## src/rtl/rob_tag_ctrl_pkg.sv

```systemverilog
// rob_tag_ctrl_pkg: shared constants and types for the ROB tag controller.
// It provides the tag, register-index, ring-pointer and count types, the
// RUN/FLUSH state encoding, and a helper that zero-extends a slot index to a tag.
package rob_tag_ctrl_pkg;

  localparam int unsigned ROB_DEPTH = 16;
  localparam int unsigned TAG_W     = 6;
  localparam int unsigned REG_NUM   = 32;
  localparam int unsigned PTR_W     = $clog2(ROB_DEPTH);
  localparam int unsigned RIDX_W    = $clog2(REG_NUM);
  localparam int unsigned CNT_W     = PTR_W + 1;

  typedef logic [TAG_W-1:0]  tag_t;
  typedef logic [RIDX_W-1:0] ridx_t;
  typedef logic [PTR_W-1:0]  ptr_t;
  typedef logic [CNT_W-1:0]  cnt_t;

  // "No pending producer" encoding. It lies outside the 0..15 slot range.
  localparam tag_t  INVALID_TAG = 6'b010000;
  localparam ridx_t LAST_REG    = ridx_t'(REG_NUM - 1);

  typedef enum logic {
    RUN   = 1'b0,
    FLUSH = 1'b1
  } state_e;

  function automatic tag_t ptr2tag(input ptr_t p);
    return tag_t'(p);
  endfunction

endpackage

```

## src/rtl/rob_tag_ctrl_if.sv

```systemverilog
// rob_tag_ctrl_if: bundles the issue, commit, flush and status-table signals
// of rob_tag_ctrl.
//   master : the environment side (issue stage, commit logic, status table)
//   slave  : rob_tag_ctrl itself
interface rob_tag_ctrl_if;
  import rob_tag_ctrl_pkg::*;

  logic  issue_valid;
  logic  issue_has_dest;
  ridx_t issue_dest;
  logic  issue_ready;
  tag_t  issue_tag;
  logic  commit_valid;
  tag_t  commit_tag;
  logic  flush;
  logic  flush_busy;
  cnt_t  count;
  ridx_t rs_lookup_reg;
  tag_t  rs_lookup_tag;
  logic  rs_we;
  ridx_t rs_widx;
  tag_t  rs_wdata;

  modport master (
    output issue_valid, issue_has_dest, issue_dest, commit_valid, flush,
           rs_lookup_tag,
    input  issue_ready, issue_tag, commit_tag, flush_busy, count,
           rs_lookup_reg, rs_we, rs_widx, rs_wdata
  );

  modport slave (
    input  issue_valid, issue_has_dest, issue_dest, commit_valid, flush,
           rs_lookup_tag,
    output issue_ready, issue_tag, commit_tag, flush_busy, count,
           rs_lookup_reg, rs_we, rs_widx, rs_wdata
  );

endinterface

```

## src/rtl/rob_tag_ring.sv

```systemverilog
// rob_tag_ring: the circular tag allocator. It holds the head and tail
// pointers, the occupancy count, and the destination register plus the
// has-destination flag of each slot.
//   clear          : resets the pointers and the count (flush)
//   push / pop     : allocate at the tail / retire at the head
//   push_has_dest,
//   push_dest      : destination information stored in the tail slot on push
//   head, tail     : slot indices; they wrap 15 -> 0
//   count          : occupied slots, 0..16
//   head_dest,
//   head_has_dest  : destination information of the head slot
module rob_tag_ring
  import rob_tag_ctrl_pkg::*;
(
  input  logic  clk,
  input  logic  rst_n,
  input  logic  clear,
  input  logic  push,
  input  logic  push_has_dest,
  input  ridx_t push_dest,
  input  logic  pop,
  output ptr_t  head,
  output ptr_t  tail,
  output cnt_t  count,
  output ridx_t head_dest,
  output logic  head_has_dest
);

  ridx_t                slot_dest [ROB_DEPTH];
  logic [ROB_DEPTH-1:0] slot_hd;

  // The pointer width equals log2(ROB_DEPTH), so the increment wraps on its own.
  always_ff @(posedge clk or negedge rst_n) begin
    if (!rst_n) begin
      head  <= '0;
      tail  <= '0;
      count <= '0;
    end else if (clear) begin
      head  <= '0;
      tail  <= '0;
      count <= '0;
    end else begin
      if (push) tail <= tail + ptr_t'(1);
      if (pop)  head <= head + ptr_t'(1);
      case ({push, pop})
        2'b10:   count <= count + cnt_t'(1);
        2'b01:   count <= count - cnt_t'(1);
        default: count <= count;
      endcase
    end
  end

  always_ff @(posedge clk or negedge rst_n) begin
    if (!rst_n) begin
      for (int unsigned i = 0; i < ROB_DEPTH; i++) slot_dest[i] <= '0;
      slot_hd <= '0;
    end else if (push) begin
      slot_dest[tail] <= push_dest;
      slot_hd[tail]   <= push_has_dest;
    end
  end

  assign head_dest     = slot_dest[head];
  assign head_has_dest = slot_hd[head];

endmodule

```

## src/rtl/rob_tag_ctrl.sv

```systemverilog
// rob_tag_ctrl: allocates ROB tags at issue and drives every write into the
// register status table through one registered write port.
//   clk, rst_n : clock (rising edge) and asynchronous active-low reset
//   bus        : issue / commit / flush handshake and status-table ports
//                (rob_tag_ctrl_if.slave)
// An issue writes its tag as the producer of its destination register. A
// commit clears the destination register only while that register still holds
// the committing tag. A flush walks registers 1..31 back to INVALID_TAG.
module rob_tag_ctrl
  import rob_tag_ctrl_pkg::*;
(
  input  logic           clk,
  input  logic           rst_n,
  rob_tag_ctrl_if.slave  bus
);

  state_e state, state_n;

  ptr_t  head, tail;
  cnt_t  count;
  ridx_t head_dest;
  logic  head_has_dest;

  logic  commit_ok, clear_needed, issue_writes, port_conflict;
  logic  issue_ready, issue_acc;

  logic  we_q, we_n;
  ridx_t widx_q, widx_n;
  tag_t  wdata_q, wdata_n;

  rob_tag_ring u_ring (
    .clk           (clk),
    .rst_n         (rst_n),
    .clear         (bus.flush),
    .push          (issue_acc),
    .push_has_dest (bus.issue_has_dest),
    .push_dest     (bus.issue_dest),
    .pop           (commit_ok),
    .head          (head),
    .tail          (tail),
    .count         (count),
    .head_dest     (head_dest),
    .head_has_dest (head_has_dest)
  );

  assign commit_ok    = (state == RUN) && !bus.flush && bus.commit_valid &&
                        (count != '0);
  assign clear_needed = (count != '0) && head_has_dest && (head_dest != '0) &&
                        (bus.rs_lookup_tag == ptr2tag(head));
  assign issue_writes = bus.issue_has_dest && (bus.issue_dest != '0);

  // A same-register issue supersedes the clear, so only a different register
  // competes with the commit for the single write port.
  assign port_conflict = commit_ok && clear_needed && issue_writes &&
                         (bus.issue_dest != head_dest);

  assign issue_ready = (state == RUN) && !bus.flush &&
                       (count < cnt_t'(ROB_DEPTH)) && !port_conflict;
  assign issue_acc   = bus.issue_valid && issue_ready;

  always_ff @(posedge clk or negedge rst_n) begin
    if (!rst_n) begin
      state   <= RUN;
      we_q    <= 1'b0;
      widx_q  <= '0;
      wdata_q <= INVALID_TAG;
    end else begin
      state   <= state_n;
      we_q    <= we_n;
      widx_q  <= widx_n;
      wdata_q <= wdata_n;
    end
  end

  // In FLUSH, the write-index register is also the walk counter. A flush
  // loads index 1 and each FLUSH cycle advances it until register 31 is written.
  always_comb begin
    state_n = state;
    we_n    = 1'b0;
    widx_n  = widx_q;
    wdata_n = wdata_q;
    if (bus.flush) begin
      state_n = FLUSH;
      we_n    = 1'b1;
      widx_n  = ridx_t'(1);
      wdata_n = INVALID_TAG;
    end else if (state == FLUSH) begin
      if (widx_q == LAST_REG) begin
        state_n = RUN;
      end else begin
        we_n    = 1'b1;
        widx_n  = widx_q + ridx_t'(1);
        wdata_n = INVALID_TAG;
      end
    end else if (issue_acc && issue_writes) begin
      we_n    = 1'b1;
      widx_n  = bus.issue_dest;
      wdata_n = ptr2tag(tail);
    end else if (commit_ok && clear_needed) begin
      we_n    = 1'b1;
      widx_n  = head_dest;
      wdata_n = INVALID_TAG;
    end
  end

  assign bus.issue_ready   = issue_ready;
  assign bus.issue_tag     = ptr2tag(tail);
  assign bus.commit_tag    = ptr2tag(head);
  assign bus.flush_busy    = (state == FLUSH);
  assign bus.count         = count;
  assign bus.rs_lookup_reg = head_dest;
  assign bus.rs_we         = we_q;
  assign bus.rs_widx       = widx_q;
  assign bus.rs_wdata      = wdata_q;

endmodule

```

## src/flat_wrapper.sv

```systemverilog
// flat-port wrapper written by rule: the top's interface ports become plain ports
module rob_tag_ctrl_flat import rob_tag_ctrl_pkg::*;
  (clk, rst_n, bus_issue_valid, bus_issue_has_dest, bus_issue_dest, bus_commit_valid, bus_flush, bus_rs_lookup_tag, bus_issue_ready, bus_issue_tag, bus_commit_tag, bus_flush_busy, bus_count, bus_rs_lookup_reg, bus_rs_we, bus_rs_widx, bus_rs_wdata);
  rob_tag_ctrl_if bus_i ();
  input  logic clk;
  input  logic rst_n;
  input wire logic [$bits(bus_i.issue_valid)-1:0] bus_issue_valid;
  input wire logic [$bits(bus_i.issue_has_dest)-1:0] bus_issue_has_dest;
  input wire logic [$bits(bus_i.issue_dest)-1:0] bus_issue_dest;
  input wire logic [$bits(bus_i.commit_valid)-1:0] bus_commit_valid;
  input wire logic [$bits(bus_i.flush)-1:0] bus_flush;
  input wire logic [$bits(bus_i.rs_lookup_tag)-1:0] bus_rs_lookup_tag;
  output wire logic [$bits(bus_i.issue_ready)-1:0] bus_issue_ready;
  output wire logic [$bits(bus_i.issue_tag)-1:0] bus_issue_tag;
  output wire logic [$bits(bus_i.commit_tag)-1:0] bus_commit_tag;
  output wire logic [$bits(bus_i.flush_busy)-1:0] bus_flush_busy;
  output wire logic [$bits(bus_i.count)-1:0] bus_count;
  output wire logic [$bits(bus_i.rs_lookup_reg)-1:0] bus_rs_lookup_reg;
  output wire logic [$bits(bus_i.rs_we)-1:0] bus_rs_we;
  output wire logic [$bits(bus_i.rs_widx)-1:0] bus_rs_widx;
  output wire logic [$bits(bus_i.rs_wdata)-1:0] bus_rs_wdata;
  assign bus_i.issue_valid = bus_issue_valid;
  assign bus_i.issue_has_dest = bus_issue_has_dest;
  assign bus_i.issue_dest = bus_issue_dest;
  assign bus_i.commit_valid = bus_commit_valid;
  assign bus_i.flush = bus_flush;
  assign bus_i.rs_lookup_tag = bus_rs_lookup_tag;
  assign bus_issue_ready = bus_i.issue_ready;
  assign bus_issue_tag = bus_i.issue_tag;
  assign bus_commit_tag = bus_i.commit_tag;
  assign bus_flush_busy = bus_i.flush_busy;
  assign bus_count = bus_i.count;
  assign bus_rs_lookup_reg = bus_i.rs_lookup_reg;
  assign bus_rs_we = bus_i.rs_we;
  assign bus_rs_widx = bus_i.rs_widx;
  assign bus_rs_wdata = bus_i.rs_wdata;
  rob_tag_ctrl u_core (.clk(clk), .rst_n(rst_n), .bus(bus_i));
endmodule
```

## config.mk

```make
export PLATFORM = sky130hd
export DESIGN_NAME = rob_tag_ctrl_flat
export DESIGN_NICKNAME = d
export VERILOG_FILES = /design/src/rtl/rob_tag_ctrl_pkg.sv /design/src/rtl/rob_tag_ctrl_if.sv /design/src/rtl/rob_tag_ring.sv /design/src/rtl/rob_tag_ctrl.sv /design/src/flat_wrapper.sv
export SDC_FILE = /design/constraint.sdc
export NUM_CORES = 1
export LEC_CHECK = 0
export ABC_AREA = 1
export CAP_MARGIN = 20
export CORE_ASPECT_RATIO = 0.8
export CORE_MARGIN = 2
export CORE_UTILIZATION = 30
export CTS_CLUSTER_SIZE = 12
export DETAILED_ROUTE_END_ITERATION = 7
export SYNTH_ARGS = -nofsm -noshare
export SYNTH_HDL_FRONTEND = slang
export SYNTH_SLANG_ARGS = --single-unit
```

## constraint.sdc

```tcl
create_clock -name clk -period 3.6 [get_ports clk]
set_clock_uncertainty 0.05 [all_clocks]
set_input_delay 0.54 -clock clk [delete_from_list [all_inputs] [get_ports clk]]
set_output_delay 0.54 -clock clk [all_outputs]
set_load 0.03 [all_outputs]
```

Yosys cells after proc, flatten, opt, wreduce, memory -nomap -nowiden:

Index checks and enable logic that the tools add are counted.

* flip-flop bits (word level): 122
* bits in latches: 0
* RAM bits: 0
* memory bits (read-only): 0
* bits of input ports: 17
* output and inout bits: 36
* word-level logic and storage cells: 105
* memories: 0

* add/sub/neg operators: 5
* $mul: 0
* divide/modulo/power cells: 0
* magnitude comparators: 7
* equal/unequal tests: 6
* shift-type cells: 0
* muxes and demuxes: 34
* bitwise gates (word level): 3
* reductions and logical operators: 26

Operators with widths (count)
* 80-bit bitwise mux: 1
* 5-bit 2-to-1 mux: 9
* 6-bit 2-to-1 mux: 5
* 5-bit binary-select mux with 4-bit select: 1
* 5-bit demux with 4-bit select: 1
* 16-bit bitwise mux: 1
* 1-bit logical AND: 16
* 4-bit 2-to-1 mux: 4
* 5-bit nonzero test: 3
* 5-bit by 1-bit adder with 5-bit output, second input constant: 2
* 5-bit greater-or-equal comparator, second input constant: 2
* 4-bit by 5-bit less-than comparator with 1-bit output, second input constant: 2
* 4-bit NOT with 5-bit output: 2
* 5-bit one-hot mux with 2 select lines: 1
* 1-bit 2-to-1 mux: 9
* 4-bit by 1-bit adder with 4-bit output, second input constant: 2
* 6-bit by 4-bit equality test with 1-bit output: 1
* 5-bit equality test, second input constant: 1
* 5-bit by 1-bit less-than comparator with 1-bit output, second input constant: 1
* 5-bit less-than comparator, second input constant: 1
* 5-bit != test: 1
* 5-bit by 1-bit subtractor with 5-bit output, second input constant: 1
* 1-bit binary-select mux with 4-bit select: 1
* 1-bit demux with 4-bit select: 1
* other kinds (10): 12

Longest topological paths before layout:

Gate-level depths: netlist of run 1.

* depth after elaboration: 17
* mapped depth: 24
* depth with buffers taken out: 23

By module:

A second synthesis of run 1 with hierarchy kept.

* cell total of the unflattened synthesis: 790
* area total of the unflattened synthesis: 6213.5 um^2

By module, submodules not included
* rob_tag_ring: times used 1, cells an instance 630, area an instance 5171.2 um^2, sequential area each 2727.6 um^2
* rob_tag_ctrl: times used 1, cells an instance 160, area an instance 1042.2 um^2, sequential area each 301.5 um^2

Worst setup path after synthesis of run 1:

Ideal clock, no wire load.

* path type: reg2reg
* start point: register u_core.u_ring.head[1]
* end point: register u_core.u_ring.count[4]
* setup time: 0.077 ns
* data arrival time: 3.487 ns
* required time: 3.473 ns
* slack: -0.013 ns
* stages on the path, launching flop included: 23
* buffers on the path: 2
* period minus slack after synthesis: 3.613 ns
* cell sequence: dfrtp_1 -> buf_4 -> inv_2 -> buf_4 -> nor2_1 -> o21ai_0 -> nand3_1 -> nand2_1 -> nand2_2 -> xor2_1 -> nand3_2 -> a21oi_4 -> nand2_4 -> nand2_2 -> inv_1 -> ha_1 -> nand2_1 -> o21ai_0 -> xor2_1 -> inv_1 -> nand2_1 -> nand3_1 -> o21ai_1

* longest elaborated chain between the ends: 16
* elaborated cells between the ends (all ways): 23
* classes of those cells: eq/ne (4); mux (7); bitwise (1); reduce/logical (11)

RTL lines
* from (decl): RTL line rob_tag_ring.sv:22 `output ptr_t head,`
* from (signal assigned): RTL line rob_tag_ring.sv:44 `if (pop) head <= head + ptr_t'(1);`
* 4-bit NOT with 5-bit output (implied by the code) (*): RTL line rob_tag_ring.sv:63 `assign head_dest = slot_dest[head];`
* 5-bit binary-select mux with 4-bit select (*): RTL line rob_tag_ring.sv:63
* 5-bit 2-to-1 mux (implied by the code) (*) (2 in a row): RTL line rob_tag_ring.sv:63
* named net bus_rs_lookup_reg[1]: RTL line flat_wrapper.sv:18 `output wire logic [$bits(bus_i.rs_lookup_reg)-1:0] bus_rs_lookup_reg;`
* 5-bit nonzero test: RTL line rob_tag_ctrl.sv:48 `assign clear_needed = (count != '0) && head_has_dest && (head_dest != '0) &&`
* 1-bit logical AND (2 in a row): RTL line rob_tag_ctrl.sv:48
* 1-bit logical AND (2 in a row): RTL line rob_tag_ctrl.sv:54 `assign port_conflict = commit_ok && clear_needed && issue_writes &&`
* 1-bit logical AND (*): RTL line rob_tag_ctrl.sv:54
* 1-bit logical NOT (*): RTL line rob_tag_ctrl.sv:58 `(count < cnt_t'(ROB_DEPTH)) && !port_conflict;`
* 1-bit logical AND (*): RTL line rob_tag_ctrl.sv:58
* named net bus_issue_ready: RTL line flat_wrapper.sv:13 `output wire logic [$bits(bus_i.issue_ready)-1:0] bus_issue_ready;`
* 1-bit logical AND (*): RTL line rob_tag_ctrl.sv:59 `assign issue_acc = bus.issue_valid && issue_ready;`
* 2-bit by 1-bit equality test with 1-bit output or 2-bit equality test (tied branches): RTL line rob_tag_ring.sv:45 `case ({push, pop})`
* 5-bit one-hot mux with 2 select lines: RTL line rob_tag_ring.sv:45
* 5-bit 2-to-1 mux: RTL line rob_tag_ring.sv:38 `end else if (clear) begin`
* to (signal assigned): RTL line rob_tag_ring.sv:46 `2'b10: count <= count + cnt_t'(1);`
* to (signal assigned): RTL line rob_tag_ring.sv:47 `2'b01: count <= count - cnt_t'(1);`
* to (signal assigned): RTL line rob_tag_ring.sv:48 `default: count <= count;`
* to (decl): RTL line rob_tag_ring.sv:24 `output cnt_t count,`

The timed path passes the listed nets; every way through them passes the cells marked *. The select of a mux whose other input is x is not followed.
A chain may end at the register's enable or synchronous reset.

Worst setup path after layout of run 1:

* start point: register u_core.u_ring.head[2]
* end point: register u_core.u_ring.count[4]

* longest elaborated chain between the ends: 16
* elaborated cells between the ends (all ways): 23
* classes of those cells: eq/ne (4); mux (7); bitwise (1); reduce/logical (11)

RTL lines (RTL line)
* 4-bit NOT with 5-bit output (implied by the code): rob_tag_ring.sv:63
* 5-bit binary-select mux with 4-bit select: rob_tag_ring.sv:63
* 5-bit 2-to-1 mux (implied by the code) (2 in a row): rob_tag_ring.sv:63
* 5-bit nonzero test: rob_tag_ctrl.sv:48
* 1-bit logical AND (2 in a row): rob_tag_ctrl.sv:48
* 1-bit logical AND (2 in a row): rob_tag_ctrl.sv:54
* 1-bit logical AND (*): rob_tag_ctrl.sv:54
* 1-bit logical NOT (*): rob_tag_ctrl.sv:58
* 1-bit logical AND (*): rob_tag_ctrl.sv:58
* 1-bit logical AND (*): rob_tag_ctrl.sv:59
* 2-bit by 1-bit equality test with 1-bit output or 2-bit equality test (tied branches): rob_tag_ring.sv:45
* 5-bit one-hot mux with 2 select lines: rob_tag_ring.sv:45
* 5-bit 2-to-1 mux: rob_tag_ring.sv:38

Every way passes the cells marked *; elsewhere a longest branch is shown, timed or not. The select of a mux whose other input is x is not followed.

==> results of run 1 <==
## worst paths after layout
kind	from	endpoint	cells after the start
worst max-delay path	u_core.u_ring.head[2]$_DFFE_PN0P_	u_core.u_ring.count[4]$_DFFE_PN0P_	23
worst min-delay path	rst_n	u_core.bus.rs_we$_DFF_PN0_	1
worst max register to register	u_core.u_ring.head[2]$_DFFE_PN0P_	u_core.u_ring.count[4]$_DFFE_PN0P_	23
worst min register to register	u_core.u_ring.slot_dest[76]$_DFFE_PN0P_	u_core.u_ring.slot_dest[76]$_DFFE_PN0P_	2
max in group asynchronous	rst_n	u_core.u_ring.head[0]$_DFFE_PN0P_	2
min in group clk	u_core.u_ring.slot_dest[76]$_DFFE_PN0P_	u_core.u_ring.slot_dest[76]$_DFFE_PN0P_	2
## timing repair
item,in CTS,in global routing
hold buffers,0,0
endpoints found under the setup margin,0,2
resized for setup,0,7
hold endpoints to repair,0,0
setup buffers,0,2
## cell type report
cell class,instances,share of cell area (%)
timing repair buffer,82,9.960
multi-input combinational,590,35.53
sequential,121,38.97
clock inverter,14,2.832
tap,269,4.328
clock buffer,18,5.648
inverter,54,2.735
## layer usage
metal  track usage [%]  share of wire, %  wire [um]
met3             3.209               4.9        848
met2             24.23                43       7566
met4             4.203               1.1        198
met1             24.27                51       8820
met5                 0                 0          0
## synthesized netlist by cell type, drive strengths merged (2+ instances only)
library cell	instances
nor3	5
clkbuf	11
buf	37
nand2	284
xor2	5
clkinv	3
xnor2	3
o211ai	4
nand4	7
inv	51
nand3	49
a21oi	19
o21ai	130
dfrtp	120
o31ai	2
nor2	64
ha	10
## through the flow
step	setup slack (ns)	hold slack (ns)	total power [uW]	area, um^2	std cells
final	0.2329	0.03840	3482	7776	1148
after global routing	0.02645	0.06762	3585	7776	1148
after CTS	0.2658	0.05539	3499	7722	1145
after detailed placement	0.1396	0.4192	1594	7063	1113
after global placement	0.1620	0.4149	1594	7063	1113
after floorplan	0.006269	0.1944	1492	6305	813
## where the power goes
part           total [uW]  leakage (uW)  switching [uW]  internal [uW]
sequential           1380       0.00167            14.8           1370
clock                1910      0.000309             664           1250
combinational         183       0.00155             121           61.7
## worst register-to-register path, stage by stage, from the launching register on
cell and delay (ns):
dfrtp_1 0.47, nand2_1 0.16, inv_4 0.17, nand2_1 0.08, a21oi_1 0.13, nor2_1 0.08
nand2_1 0.16, nand2_2 0.10, nand2_1 0.08, nand2_1 0.05, nor2_1 0.14, nand3_2 0.14
a21oi_4 0.19, nand2_4 0.06, nand2_2 0.10, inv_1 0.08, ha_1 0.31, nand2_1 0.07
o21ai_0 0.19, xor2_1 0.21, inv_1 0.06, nand2_1 0.06, nand3_1 0.07, o21ai_1 0.08
## cells in the final DEF (no fill, tap or decap), drive strengths merged, types with 2 or more instances in the layout
cell	instances
o31ai	2
bufinv	5
buf	36
dfrtp	120
xor2	5
nor3	5
clkbuf	19
nor2	64
conb	5
a21oi	19
o21ai	130
ha	10
nand3	49
clkinv	7
nand2	284
xnor2	3
o211ai	4
inv	52
clkinvlp	4
clkdlybuf4s50	45
nand4	7
## kinds of logic after synthesis
group | count (synthesis) | share of synthesized area [%]
compound gates | 156 | 12.93
flops | 121 | 48.16
simple gates | 410 | 27.27
fa+ha+maj | 11 | 2.308
xor+xnor | 8 | 1.114
other cells | 1 | 0.05962
buf+inv | 102 | 8.156
## flip-flops by register name, summed over array words and instances, names as in the netlist
name                     flops
u_core.bus.flush_busy        1
u_core.bus.rs_we             1
u_core.u_ring.slot_dest     80
u_core.u_ring.head           4
u_core.bus.rs_widx           5
u_core.u_ring.count          5
u_core.bus.rs_wdata          5
u_core.u_ring.slot_hd       16
u_core.u_ring.tail           4
==> results.py, run 1 <==
metrics = {
    "floorplan": {
        "initial_core_util_pct": 30.47,
        "die_x_um": 165.9,
        "core_area_um2": 20640,
        "fp-row-count": 47,
        "die-area_um2": 22150,
        "die_y_um": 133.5,
        "num_io_pins": 53,
    },
    "worst_setup_path": {
        "critical-path-max-stage-delay_ns": 0.47,
        "cp_cell_sequence": "nand2_1 -> inv_4 -> nand2_1 -> a21oi_1 -> nor2_1 -> nand2_1 -> nand2_2 -> nand2_1 -> nand2_1 -> nor2_1 -> nand3_2 -> a21oi_4 -> nand2_4 -> nand2_2 -> inv_1 -> ha_1 -> nand2_1 -> o21ai_0 -> xor2_1 -> inv_1 -> nand2_1 -> nand3_1 -> o21ai_1",
        "crit_family": "simple AND/OR/NAND/NOR gates",
        "setup.worst_path.start_class": "flop",
        "cp.arrival_ns": 3.66,
        "critPathSlowestCell": "dfrtp_1",
        "crit_type": "reg2reg",
        "crit_fanout": 11,
        "rrSetupSlack_ns": 0.23,
        "crit_required_ns": 3.90,
        "cp_common_cell": "nand2_1",
        "worstPathBufferInverterCount": 3,
        "end_kind": "flop",
    },
    "sta": {
        "worst_pin_slew_ns": 0.5584,
        "relSlewSlack_pct": 62.73,
        "rsz0062_at_grt": "no",
        "hold_viol": 0,
        "fin_crit_sh_pct": 93.53,
        "fin_crit_ns": 3.367,
        "clock.fmax_mhz": 297.0,
        "setup_viol": 0,
        "tns_ns": 0,
        "drv_slew": 0,
    },
    "routing": {
        "post_drt_via_cell_ratio": 4.740,
        "vias": 5442,
        "first_iter_violations": 477,
        "drc": 0,
        "routed_wl_um": 17430,
        "wl_per_cell_um": 15.19,
        "firstDrtPassIters": 6,
        "antenna_left": 0,
    },
    "clock_network": {
        "insertion_delay_ns": 0.42,
        "numCtsBuffers": 17,
        "clockBufferDepth": 2,
        "h-tree-depth": 4,
        "clk_pin_slew_ns": 0.06,
        "cts_tree": "done",
        "cts-root-buf": "clkbuf_16",
        "clock_sinks": 121,
    },
    "synth": {
        "async_flop_share_pct": 100.0,
        "ys.flop_type": "dfrtp_1",
        "synth_edf_count": 0,
        "ys_warn_count": 0,
        "synth_area_um2": 6290,
        "ys_seq_elements": 121,
        "synth_top_area_share_pct": 47.74,
        "synthTopCellsByArea": "dfrtp_1 (48%), nand2_1 (16%), o21ai_1 (7.9%)",
        "netlist_instances": 809,
        "ys_seq_area_share_pct": 48.16,
        "yosysTopAreaCell": "dfrtp_1",
        "avgSynthCellArea_um2": 7.775,
        "synth_cell_types": 34,
    },
    "layout": {
        "multi_input_area_um2": 2763,
        "layout.area.seq_um2": 3030,
        "utilization_pct": 37.67,
        "fillers": 2104,
        "fin_nets": 894,
        "area_growth_pct": 23.63,
        "drive_gt1_share_pct": 10.92,
        "antenna_cells": 0,
    },
    "placed_design": {
        "numPortBuffers": 47,
        "place_hpwl_um": 11780,
        "place_congestion": 0.8250,
    },
    "power_and_ir_drop": {
        "p_per_area_nw_per_um2": 447.8,
        "power_leakage_uw": 0.003526,
        "ir_worst_vdd_mv": 0.2681,
    },
    "grt": {
        "grt_max_degree": 54,
        "grt_pass1_wl_um": 28770,
        "grt_overflow": 0,
        "antenna_found_initial": 0,
        "grt_usage_pct": 16.31,
        "grt_pass1_vias": 5262,
    },
    "min_path": {
        "hp-class": "in2async",
    },
    "run_status": {
        "status": "finished, final reports clean",
    },
    "run": {
        "max_cap_violations": 0,
    },
}
Power figures use the tool's default switching activity.
==> run 2: changes to the inputs <==
--- a/config.mk
+++ b/config.mk
@@ -9,9 +9,10 @@
 export CAP_MARGIN = 20
 export CORE_ASPECT_RATIO = 0.8
 export CORE_MARGIN = 2
-export CORE_UTILIZATION = 30
+export CORE_UTILIZATION = 29
 export CTS_CLUSTER_SIZE = 12
 export DETAILED_ROUTE_END_ITERATION = 7
 export SYNTH_ARGS = -nofsm -noshare
 export SYNTH_HDL_FRONTEND = slang
 export SYNTH_SLANG_ARGS = --single-unit
+export TNS_END_PERCENT = 1
==> run 2 against run 1 <==
Against the previous run: register-to-register slack better by 0.04 ns; combinational power barely moved; die area rose by 3.4%; clock power fell by 14%; worst hold slack better by 0.078 ns; critical path depth unchanged; largest power group unchanged; highest routed layer unchanged.
==> results.py, run 2 (synthesized netlist as in run 1, its figures left out) <==
metrics = {
    "worst_setup_path": {
        "crit_family": "simple AND/OR/NAND/NOR gates",
        "r2r-end": "u_core.u_ring.count[4]$_DFFE_PN0P_",
        "rrSetupSlack_ns": 0.27,
        "crit_required_ns": 3.89,
        "end_kind": "flop",
        "cp_cell_sequence": "inv_4 -> buf_4 -> nand2_1 -> nand3_1 -> nand3_1 -> nand2_1 -> nand2_2 -> nor2_1 -> nand3_1 -> nand2_1 -> nor2_1 -> a21oi_4 -> nand2_4 -> nand2_2 -> inv_1 -> ha_1 -> nand2_1 -> o21ai_0 -> xor2_1 -> inv_1 -> nand2_1 -> nand3_1 -> o21ai_1",
        "critical-path-max-stage-delay_ns": 0.44,
        "crit_type": "reg2reg",
        "setup.worst_path.start_class": "flop",
        "crit_fanout": 12,
        "r2r_cells": 23,
        "worstPathBufferInverterCount": 4,
        "cp.arrival_ns": 3.62,
        "critPathSlowestCell": "dfrtp_2",
        "cp_common_cell": "nand2_1",
        "r2r_start": "u_core.u_ring.head[0]$_DFFE_PN0P_",
    },
    "sta": {
        "drv_slew": 0,
        "clock.fmax_mhz": 300.7,
        "worst_pin_slew_ns": 0.6668,
        "fin_crit_ns": 3.326,
        "tns_ns": 0,
        "setup_viol": 0,
        "relSlewSlack_pct": 55.55,
        "rsz0062_at_grt": "no",
        "postLayoutSetupSlackWorst_ns": 0.2743,
        "fin_crit_sh_pct": 92.38,
        "hold_viol": 0,
    },
    "grt": {
        "grt_pass1_vias": 5115,
        "grt_usage_pct": 15.51,
        "grt_overflow": 0,
        "grt_max_degree": 50,
        "grt_pass1_wl_um": 27730,
        "antenna_found_initial": 0,
    },
    "clock_network": {
        "h-tree-depth": 4,
        "clk_pin_slew_ns": 0.06,
        "cts_tree": "done",
        "hold_buffers": 0,
        "clock_sinks": 121,
        "clockBufferDepth": 2,
        "cts-root-buf": "clkbuf_16",
        "numCtsBuffers": 17,
        "insertion_delay_ns": 0.42,
    },
    "power_and_ir_drop": {
        "p_per_area_nw_per_um2": 421.6,
        "ir_worst_vdd_mv": 0.3202,
        "power_leakage_uw": 0.003429,
        "power_uw": 3209,
    },
    "layout": {
        "final_cell_mix": "nand2_1 (273), dfrtp_1 (118), o21ai_1 (99)",
        "largest_register_ffs": 80,
        "area_growth_pct": 21.01,
        "antenna_cells": 0,
        "multi_input_area_um2": 2763,
        "drive_gt1_share_pct": 9.644,
        "layout.area.seq_um2": 3032,
        "reg_top3": "u_core.u_ring.slot_dest (80), u_core.u_ring.slot_hd (16)",
        "fillers": 2223,
        "fin_nets": 886,
        "regMostFlops": "u_core.u_ring.slot_dest",
        "fin_cells": 1146,
        "mostFrequentLayoutCell": "nand2_1",
    },
    "floorplan": {
        "die-area_um2": 22890,
        "die_y_um": 135.7,
        "fp-row-count": 48,
        "die_x_um": 168.7,
        "initial_core_util_pct": 29.34,
        "core_area_um2": 21440,
        "num_io_pins": 53,
    },
    "run_status": {
        "status": "finished, final reports clean",
    },
    "routing": {
        "vias": 5353,
        "wl_per_cell_um": 14.51,
        "drc": 0,
        "firstDrtPassIters": 5,
        "antenna_left": 0,
        "first_iter_violations": 448,
        "routed_wl_um": 16630,
        "post_drt_via_cell_ratio": 4.671,
    },
    "placed_design": {
        "place_inst": 1113,
        "place_hpwl_um": 11500,
        "place_congestion": 0.8271,
        "numPortBuffers": 47,
        "pre_cts_slack_ns": 0.1505,
    },
    "min_path": {
        "hp-class": "in2async",
    },
    "run": {
        "max_cap_violations": 0,
    },
}
==> run 2: cell count changes in the layout (fill, tap and decap cells not counted), moves of 2 or more <==
| cell | before | now |
|---|---|---|
| clkinvlp_4 | 4 | 2 |
| buf_4 | 33 | 24 |
| buf_6 | 1 | 3 |
| clkinv_4 | 3 | 0 |
| bufinv_16 | 5 | 2 |
| inv_6 | 2 | 0 |
| clkbuf_1 | 0 | 5 |
| clkinv_2 | 1 | 5 |
==> run 2: metal layers <==
layer / GRT usage [%] / wire length [um] / up-vias
met5: 0 / 0 / -
met4: 3.975 / 80 / 0
met3: 3.476 / 765 / 11
met2: 23.16 / 7345 / 96
met1: 22.67 / 8437 / 2550
li1: - / - / 2696
==> run 2: cell type report <==
cell class,count,area share (%)
Clock buffer,23,6.017
Clock inverter,9,1.315
Inverter,54,2.762
Multi-Input combinational cell,590,36.30
Sequential cell,121,39.83
Tap cell,275,4.521
Timing Repair Buffer,74,9.255
==> run 2: through the flow <==
step | hold WS (ns) | utilization (%) | instance area (um^2)
floorplan | 0.1944 | - | 6305
finish | 0.1161 | 35.50 | 7611
detailed placement | 0.4196 | 32.71 | 7013
global placement | 0.4165 | 32.71 | 7013
global route | 0.1552 | 35.50 | 7611
CTS | 0.1263 | 35.31 | 7571
==> run 2: what timing repair did <==
action	4_1_cts	5_1_grt
gates resized for setup	0	8
setup buffers	0	1
setup endpoints to repair	0	1
==> run 2: how the worst max path moves through the flow <==
stage                                           start                                 end  slack [ns]  cells past startpoint
floorplan           u_core.u_ring.head[1]$_DFFE_PN0P_  u_core.u_ring.count[4]$_DFFE_PN0P_       0.006                     22
global placement                            bus_flush  u_core.u_ring.count[4]$_DFFE_PN0P_        0.19                     18
detailed placement               bus_rs_lookup_tag[1]  u_core.u_ring.count[4]$_DFFE_PN0P_        0.15                     19
CTS                 u_core.u_ring.head[1]$_DFFE_PN0P_  u_core.u_ring.count[4]$_DFFE_PN0P_        0.25                     22
global route        u_core.u_ring.head[0]$_DFFE_PN0P_  u_core.u_ring.count[4]$_DFFE_PN0P_        0.03                     23
finish              u_core.u_ring.head[0]$_DFFE_PN0P_  u_core.u_ring.count[4]$_DFFE_PN0P_        0.27                     23
==> run 2: power by group <==
part           leakage (uW)  switching, uW  internal (uW)
clock              0.000271            614           1030
sequential          0.00167           12.5           1370
combinational       0.00149            121           60.7
==> run 2: worst register-to-register path, cell delays in order (launching register included) <==
cell and delay [ns]:
dfrtp_2 0.44, inv_4 0.14, buf_4 0.19, nand2_1 0.06
nand3_1 0.06, nand3_1 0.07, nand2_1 0.19, nand2_2 0.11
nor2_1 0.13, nand3_1 0.16, nand2_1 0.10, nor2_1 0.07
a21oi_4 0.18, nand2_4 0.06, nand2_2 0.09, inv_1 0.08
ha_1 0.35, nand2_1 0.06, o21ai_0 0.20, xor2_1 0.21
inv_1 0.06, nand2_1 0.06, nand3_1 0.07, o21ai_1 0.08
==> run 3: changes to the inputs <==
--- a/config.mk
+++ b/config.mk
@@ -6,7 +6,7 @@
 export NUM_CORES = 1
 export LEC_CHECK = 0
 export ABC_AREA = 1
-export CAP_MARGIN = 20
+export CAP_MARGIN = 25
 export CORE_ASPECT_RATIO = 0.8
 export CORE_MARGIN = 2
 export CORE_UTILIZATION = 29
==> results of run 3 <==
No change in the layout: final DEF, timing and power equal those of run 2.
